$ cat config.mk
export PLATFORM = sky130hd
export DESIGN_NAME = tmr_recovery_ctrl
export DESIGN_NICKNAME = d
export VERILOG_FILES = /design/src/rtl/tmr_recovery_ctrl.sv
export SDC_FILE = /design/constraint.sdc
export NUM_CORES = 1
export LEC_CHECK = 0
export ABC_CLOCK_PERIOD_IN_PS = 4350
export CAP_MARGIN = 20
export CORE_ASPECT_RATIO = 0.8
export CORE_MARGIN = 1.5
export CORE_UTILIZATION = 43
export DETAILED_ROUTE_END_ITERATION = 7
export PLACE_DENSITY_LB_ADDON = 0.25
export SLEW_MARGIN = 5
export SYNTH_ARGS = -nofsm -noshare
export SYNTH_HDL_FRONTEND = slang
export SYNTH_SLANG_ARGS = --single-unit
$ cat constraint.sdc
create_clock -name clk -period 4.35 [get_ports clk]
set_clock_uncertainty 0.05 [all_clocks]
set_input_delay 0.435 -clock clk [delete_from_list [all_inputs] [get_ports clk]]
set_output_delay 0.435 -clock clk [all_outputs]
set_load 0.01 [all_outputs]
$ cat src/rtl/tmr_recovery_ctrl.sv
// Recovery sequencer for the TMR core: isolates and reloads a single faulty
// core, or rolls all three back to the buffered PC with a bounded retry count.
module tmr_recovery_ctrl #(
   parameter int unsigned RESYNC_CYCLES = 4,
   parameter int unsigned SETTLE_CYCLES = 2,
   parameter int unsigned MAX_RETRY     = 3,
   parameter int unsigned CLEAN_WINDOW  = 64,
   parameter int unsigned CNT_W         = 8
) (
   input  logic             clk,
   input  logic             rst_in,
   input  logic [2:0]       voter_state,
   input  logic [31:0]      pc_voted,
   input  logic [31:0]      pc_rollback,
   output logic             stall,
   output logic [2:0]       core_rst_n,
   output logic [2:0]       pc_load,
   output logic [31:0]      pc_load_val,
   output logic             busy,
   output logic             fatal,
   output logic [1:0]       faulty_core,
   output logic [1:0]       retry_cnt,
   output logic [CNT_W-1:0] fault_cnt_a,
   output logic [CNT_W-1:0] fault_cnt_b,
   output logic [CNT_W-1:0] fault_cnt_c
);

   localparam int unsigned TMAX = (RESYNC_CYCLES > SETTLE_CYCLES) ?
                                  RESYNC_CYCLES : SETTLE_CYCLES;
   localparam int unsigned TW   = $clog2(TMAX + 1);
   localparam int unsigned CW   = $clog2(CLEAN_WINDOW + 1);

   typedef enum logic [2:0] {
      IDLE, ISOLATE, RELOAD, ROLLBACK, SETTLE, FATAL
   } state_t;

   state_t         state_q, state_d;
   logic [TW-1:0]  tmr_q, tmr_d;
   logic [1:0]     idx_q, idx_d;
   logic [31:0]    pc_lat_q, pc_lat_d;
   logic [CW-1:0]  clean_q;

   logic           is_ok, is_single;
   logic [1:0]     fault_idx;

   logic           stall_d;
   logic [2:0]     core_rst_n_d;
   logic [2:0]     pc_load_d;
   logic [31:0]    pc_load_val_d;

   always_comb begin
      is_ok     = 1'b0;
      is_single = 1'b0;
      fault_idx = 2'd0;
      case (voter_state)
         3'b111:  is_ok = 1'b1;
         3'b010:  begin is_single = 1'b1; fault_idx = 2'd0; end
         3'b001:  begin is_single = 1'b1; fault_idx = 2'd1; end
         3'b100:  begin is_single = 1'b1; fault_idx = 2'd2; end
         default: ;
      endcase
   end

   always_comb begin
      state_d  = state_q;
      tmr_d    = tmr_q;
      idx_d    = idx_q;
      pc_lat_d = pc_lat_q;
      unique case (state_q)
         IDLE: begin
            if (is_single) begin
               state_d  = ISOLATE;
               tmr_d    = '0;
               idx_d    = fault_idx;
               pc_lat_d = pc_voted;
            end else if (!is_ok) begin
               if (retry_cnt == 2'(MAX_RETRY)) begin
                  state_d = FATAL;
               end else begin
                  state_d  = ROLLBACK;
                  pc_lat_d = pc_rollback;
               end
            end
         end
         ISOLATE: begin
            if (tmr_q == TW'(RESYNC_CYCLES - 1)) state_d = RELOAD;
            else tmr_d = tmr_q + 1'b1;
         end
         RELOAD, ROLLBACK: begin
            state_d = SETTLE;
            tmr_d   = '0;
         end
         SETTLE: begin
            if (tmr_q == TW'(SETTLE_CYCLES - 1)) state_d = IDLE;
            else tmr_d = tmr_q + 1'b1;
         end
         FATAL:   state_d = FATAL;
         default: state_d = IDLE;
      endcase
   end

   // Outputs are decoded from the next state so they register in step with it.
   always_comb begin
      stall_d       = (state_d != IDLE);
      core_rst_n_d  = 3'b111;
      pc_load_d     = 3'b000;
      pc_load_val_d = pc_load_val;
      unique case (1'b1)
         state_d == ISOLATE:  core_rst_n_d = ~(3'b001 << idx_d);
         state_d == RELOAD: begin
            pc_load_d     = 3'b001 << idx_d;
            pc_load_val_d = pc_lat_d;
         end
         state_d == ROLLBACK: begin
            pc_load_d     = 3'b111;
            pc_load_val_d = pc_lat_d;
         end
         default: ;
      endcase
   end

   always_ff @(posedge clk or negedge rst_in) begin
      if (!rst_in) begin
         state_q     <= IDLE;
         tmr_q       <= '0;
         idx_q       <= '0;
         pc_lat_q    <= '0;
         clean_q     <= '0;
         stall       <= 1'b0;
         busy        <= 1'b0;
         fatal       <= 1'b0;
         core_rst_n  <= 3'b111;
         pc_load     <= 3'b000;
         pc_load_val <= '0;
         faulty_core <= 2'd0;
         retry_cnt   <= 2'd0;
         fault_cnt_a <= '0;
         fault_cnt_b <= '0;
         fault_cnt_c <= '0;
      end else begin
         state_q     <= state_d;
         tmr_q       <= tmr_d;
         idx_q       <= idx_d;
         pc_lat_q    <= pc_lat_d;
         stall       <= stall_d;
         busy        <= stall_d;
         fatal       <= (state_d == FATAL);
         core_rst_n  <= core_rst_n_d;
         pc_load     <= pc_load_d;
         pc_load_val <= pc_load_val_d;
         if (state_q == IDLE) begin
            if (is_ok) begin
               if (clean_q != CW'(CLEAN_WINDOW)) clean_q <= clean_q + 1'b1;
               if (clean_q >= CW'(CLEAN_WINDOW - 1)) retry_cnt <= 2'd0;
            end else begin
               clean_q <= '0;
               if (is_single) begin
                  faulty_core <= fault_idx + 2'd1;
                  unique case (fault_idx)
                     2'd0: if (fault_cnt_a != '1) fault_cnt_a <= fault_cnt_a + 1'b1;
                     2'd1: if (fault_cnt_b != '1) fault_cnt_b <= fault_cnt_b + 1'b1;
                     2'd2: if (fault_cnt_c != '1) fault_cnt_c <= fault_cnt_c + 1'b1;
                     default: ;
                  endcase
               end else if (retry_cnt != 2'(MAX_RETRY)) begin
                  retry_cnt <= retry_cnt + 2'd1;
               end
            end
         end
      end
   end

endmodule

==> Word level (Yosys, flattened, before mapping) <==
Cells that the tools add are included.
{ "classes": {"mux": 27, "bitwise": 2, "n_shift": 1, "add_sub_neg": 7, "n_reduce_logical": 15, "n_lt_le_gt_ge": 1, "eq_ne": 29} }
{ "op_table": {"columns": ["cell", "n"], "rows": [
  ["2-to-1 mux 32 bit", 4],
  ["2-to-1 mux 3 bit", 9],
  ["adder 8 x 1 -> 8 bit (second input constant)", 3],
  ["inequality test 8 bit (second input constant)", 3],
  ["== test 3 x 2 -> 1 bit (second input constant)", 6],
  ["== test 3 bit (second input constant)", 5],
  ["case mux 3 bit (5 select lines)", 1],
  ["AND reduction 5 bit", 3],
  ["2-to-1 mux 7 bit", 2],
  ["== test 3 x 1 -> 1 bit (second input constant)", 4],
  ["2-to-1 mux 2 bit", 6],
  ["case mux 3 bit (4 select lines)", 1],
  ["inequality test 2 bit (second input constant)", 5],
  ["AND reduction 4 bit", 2],
  ["adder 7 x 1 -> 7 bit (second input constant)", 1],
  ["greater-or-equal comparator 7 x 6 -> 1 bit (second input constant)", 1],
  ["inequality test 7 bit (second input constant)", 1],
  ["case mux 3 bit (2 select lines)", 1],
  ["adder 2 x 1 -> 2 bit (second input constant)", 2],
  ["== test 2 bit (second input constant)", 2],
  ["inequality test 2 x 1 -> 1 bit (second input constant)", 2],
  ["case mux 2 bit (2 select lines)", 1],
  ["nonzero test 4 bit", 1],
  ["OR reduction 2 bit", 2],
  ["13 further kinds", 14]
]} }
{ "word_totals": {"reg_bits": 115, "word_cells": 97, "in_bits": 69} }

==> Longest topological paths before layout <==
{ "logic_depth": {"word_depth": 8, "ltp_mapped": 9, "ltp_nobuf": 7} }

==> Least setup slack after synthesis <==
OpenSTA, ideal clock, no wires.
{ "synth_timing": {"path_type": "input -> register", "startpoint": "input voter_state[0]", "endpoint": "register fault_cnt_c[1]", "required_ps": 4175, "slack_ps": 2096, "setup_ps": 125, "t_arrival_ps": 2079, "path_stages": 7, "path_buffers": 1, "cell_sequence": "clkbuf_1 inv_1 or3_1 ha_1 o2111ai_1 a31o_2 mux2_2"} }
{ "synth_between": {"elab_chain_cells": 4, "elab_cells_between_ends": 11, "cone_classes": "eq/ne (5); mux (3); bitwise (1); reduce/logical (2)"} }
{ "synth_lines": {"columns": ["element", "line", "rtl"], "rows": [
  ["from (decl)", "12", "input logic [2:0] voter_state,"],
  ["== test 3 bit (tied with other cells)", "55", "case (voter_state)"],
  ["case mux 2 bit (2 select lines) (tied with other cells)", "55", null],
  ["== test 2 bit (tied with other cells)", "159", "unique case (fault_idx)"],
  ["AND reduction 5 bit (no source line) *", null, null],
  ["to (signal assigned)", "162", "2'd2: if (fault_cnt_c != '1) fault_cnt_c <= fault_cnt_c + 1'b1;"],
  ["to (decl)", "25", "output logic [CNT_W-1:0] fault_cnt_c"]
]} }
Every way passes the cells marked *; elsewhere a longest branch is shown, timed or not.
A chain may end at the register's enable or synchronous reset.

==> Worst setup path after layout <==
{ "layout_timing": {"startpoint": "input voter_state[1]", "endpoint": "register tmr_q[0]"} }
{ "layout_between": {"elab_chain_cells": 5, "elab_cells_between_ends": 7, "cone_classes": "eq/ne (4); mux (1); reduce/logical (2)"} }
{ "layout_lines": {"columns": ["element", "line", "rtl"], "rows": [
  ["== test 3 bit (tied with other cells)", "55", null],
  ["OR reduction 3 bit (no source line) *", null, null],
  ["2-to-1 mux 1 bit *", "55", null],
  ["inequality test 2 bit (no source line) *", null, null],
  ["AND reduction 4 bit (no source line) *", null, null],
  ["to (signal assigned)", "142", "tmr_q <= tmr_d;"],
  ["to (decl)", "38", "logic [TW-1:0] tmr_q, tmr_d;"]
]} }
Marked as above.

==> run metrics <==
status=complete, no violations; crit path launch type=input port; final max-slew violation count=0; GRT Total Usage=between 20% and 30%; Die W=roughly 130 um; Hold Crit Class=register to register; Synth Area per Inst=roughly 11 um^2; Synth Instances=473; Post-synth EDFFs=0; Via density=5.32; drc violations=0; Setup WS pre-CTS=between 1 and 1.5 ns; Least-Margin Pin Slew=between 0.8 and 0.9 ns; Yosys top cell area share=51.6%; first-pass GRT wire length=around 22 mm; CTS Buf Count=17; FF/Latch Area=2880 um^2; TritonCTS Sinks=115; Ant. Diodes=0; share of post-route cells with drive strength above 1=12.4%; Fillers=between 1,000 and 1,500; area of the multi-input gates=approximately 2400 um^2; Die Ht=~100 um; # rows=36; total core area=12,300 um^2; largest net degree at the start of global routing=43; Via Count=4,211; CTS tree=built; worst path arrival time=roughly 3.1 ns; Worst slew margin=40.8%; Crit Path Class=input port to register; ANT nets after route=0; initial antenna violation count=0; root buffer cell=clkbuf_16; Area Overhead vs Synth=37.6%; Final setup viols=0; final cell count without fillers=791; Pwr Density=617 nW/um^2; register bit total from synthesis=115; Peak Freq=346 MHz; fin nets=691; GR peak layer=met2; global-route met1 utilization=28.6%; cell with the most instances after synthesis=dfrtp_1; die area=13,300 um^2; Setup TNS Final=0 ns; Leak=3.29 nW; total wire length=13.3 mm; synth warn=0; Max rail drop VDD=0.000388 V; Required @ worst endpoint=4.58 ns; RSZ-0062 raised after global routing=no; IO Port Bufs=about 140; Post-Place Cells=roughly 760; cell taking the most area after synthesis=dfrtp_1; H-tree depth=4; fin crit share=66.4%; post-CTS setup buffers=0; Initial Util=44.4%; top post-synthesis cells by area=dfrtp_1 (52%), mux2_2 (6.6%), mux2i_1 (6.4%), a22oi_1 (4.4%), o21ai_0 (4.1%); Top FF cell, synth=dfrtp_1; CP Capture Type=register; Max FO, Critical Path=26; # IOs=138; list of most frequent post-synthesis cells=dfrtp_1 (112), o21ai_0 (45), mux2i_1 (35); R2R setup slack=1.78 ns; drt first-iter violations=377; sequential fraction of the synthesis area=53.0%; async set-or-reset flop fraction in the synthesized netlist=100%; global-route met2 utilization=32.2%; total grt overflow=0; Max-Cap Viols=0; synth unique cells=45; min Tclk post-route=2.89 ns; CTS max path bufs=2; Post-Synthesis Net Count=554; Netlist Area Pre-Place=5430 um^2; worst setup margin=1.46 ns; clk_lat worst skew=0.40 ns; Reg clk slew, reported paths=0.05 ns; met3 GRT Util=6.61%; HPWL after detailed placement=8.95 mm; vias in the first global route=4,416; WL/cell=16.9 um; Final Wtd Congestion=0.867; final hold vios=0; TritonRoute pass-1 iters=4
## placed cells by master, fill, tap and decap left out, types with 5 or more instances in the layout
| cell type | count |
|---|---|
| clkdlybuf4s50_1 | 136 |
| dfrtp_1 | 112 |
| o21ai_0 | 45 |
| mux2i_1 | 35 |
| a22oi_1 | 32 |
| mux2_2 | 32 |
| nand2_1 | 21 |
| nor2_1 | 19 |
| xnor2_1 | 17 |
| clkbuf_16 | 17 |
| inv_1 | 14 |
| a21oi_1 | 12 |
| nand3_1 | 12 |
| ha_1 | 12 |
| xor2_1 | 9 |
| and3_1 | 8 |
| nor3_1 | 7 |
| nand4_1 | 6 |
| buf_4 | 6 |
| nand2b_1 | 5 |
| mux2_1 | 5 |
| clkbuf_8 | 5 |
## critical path, stage by stage
cell and delay, ns:
clkdlybuf4s50_1 0.80, xnor2_1 0.24, a32oi_2 0.67, buf_4 0.41
and2_1 0.21, mux2_2 0.34
## per-stage QoR
stage | area, um^2 | power [mW] | util [%] | hold WS, ns
finish | 7480 | 4.61 | 61.0 | 0.436
global route | 7480 | 4.91 | 61.0 | 0.451
CTS | 7480 | 4.65 | 61.0 | 0.442
detailed placement | 6940 | 3.37 | 56.6 | 0.395
global placement | 6940 | 3.31 | 56.6 | 0.379
floorplan | 5430 | 2.64 | - | 0.0894
## logic make-up (layout without fill, tap and decap cells)
group                      Yosys count  count (layout)  synth area share, %
muxes                               72              72                 14.1
and+or+nand+nor                    102             102                 9.97
AOI/OAI and AO/OA                  106             106                 12.2
xor gates and xnor gates            26              26                 4.19
buffers and inverters               40             187                 3.71
DFF                                115             115                 53.0
adders and majority gates           12              12                 2.76
## per-layer routing
| layer | wire length, um | part of all wire [%] | vias to the layer above |
|---|---|---|---|
| li1 | - | - | 1980 |
| met5 | 0 | 0 | - |
| met2 | 6340 | 47 | 119 |
| met1 | 6100 | 46 | 2104 |
| met4 | 114 | 0.85 | 0 |
| met3 | 798 | 6.0 | 8 |
## final timing paths
path                                             from  depth (start not counted)                         end
setup / recovery                       voter_state[1]                          6        tmr_q[0]$_DFFE_PN0P_
hold / removal             fault_cnt_c[7]$_DFFE_PN0P_                          1  fault_cnt_c[7]$_DFFE_PN0P_
setup reg to reg                 state_q[0]$_DFF_PN0_                          5  fault_cnt_a[1]$_DFFE_PN0P_
hold reg to reg            fault_cnt_c[7]$_DFFE_PN0P_                          1  fault_cnt_c[7]$_DFFE_PN0P_
max in group asynchronous                      rst_in                          3       pc_lat_q[2]$_DFF_PN0_
min in group asynchronous                      rst_in                          2      clean_q[0]$_DFFE_PN0P_
## layout make-up
cell class | instances | area share (%)
clock buffer | 24 | 6.71
clock inverter | 5 | 0.368
inverter | 14 | 0.703
multi-input combinational | 318 | 31.6
sequential | 115 | 38.5
tap | 171 | 2.86
timing repair buffer | 144 | 19.2
## sequential cells by signal (all words and copies together), names as in the netlist, 7 cells and up
register	flops
pc_lat_q	32
fault_cnt_a	8
fault_cnt_c	8
fault_cnt_b	8
clean_q	7
pc_load_val	32
## report_power, final
group	total, mW	internal (mW)	switching [mW]
registers	1.72	1.46	0.262
clock network	1.24	0.789	0.453
logic	1.65	0.905	0.748
## repair_timing
| action | in CTS | in global routing |
|---|---|---|
| endpoints found under the setup margin | 0 | 0 |
| resized for setup | 0 | 0 |
| hold buffers | 1 | 0 |
| endpoints found under the hold margin | 35 | 0 |
(Power assumes the default switching activity.)
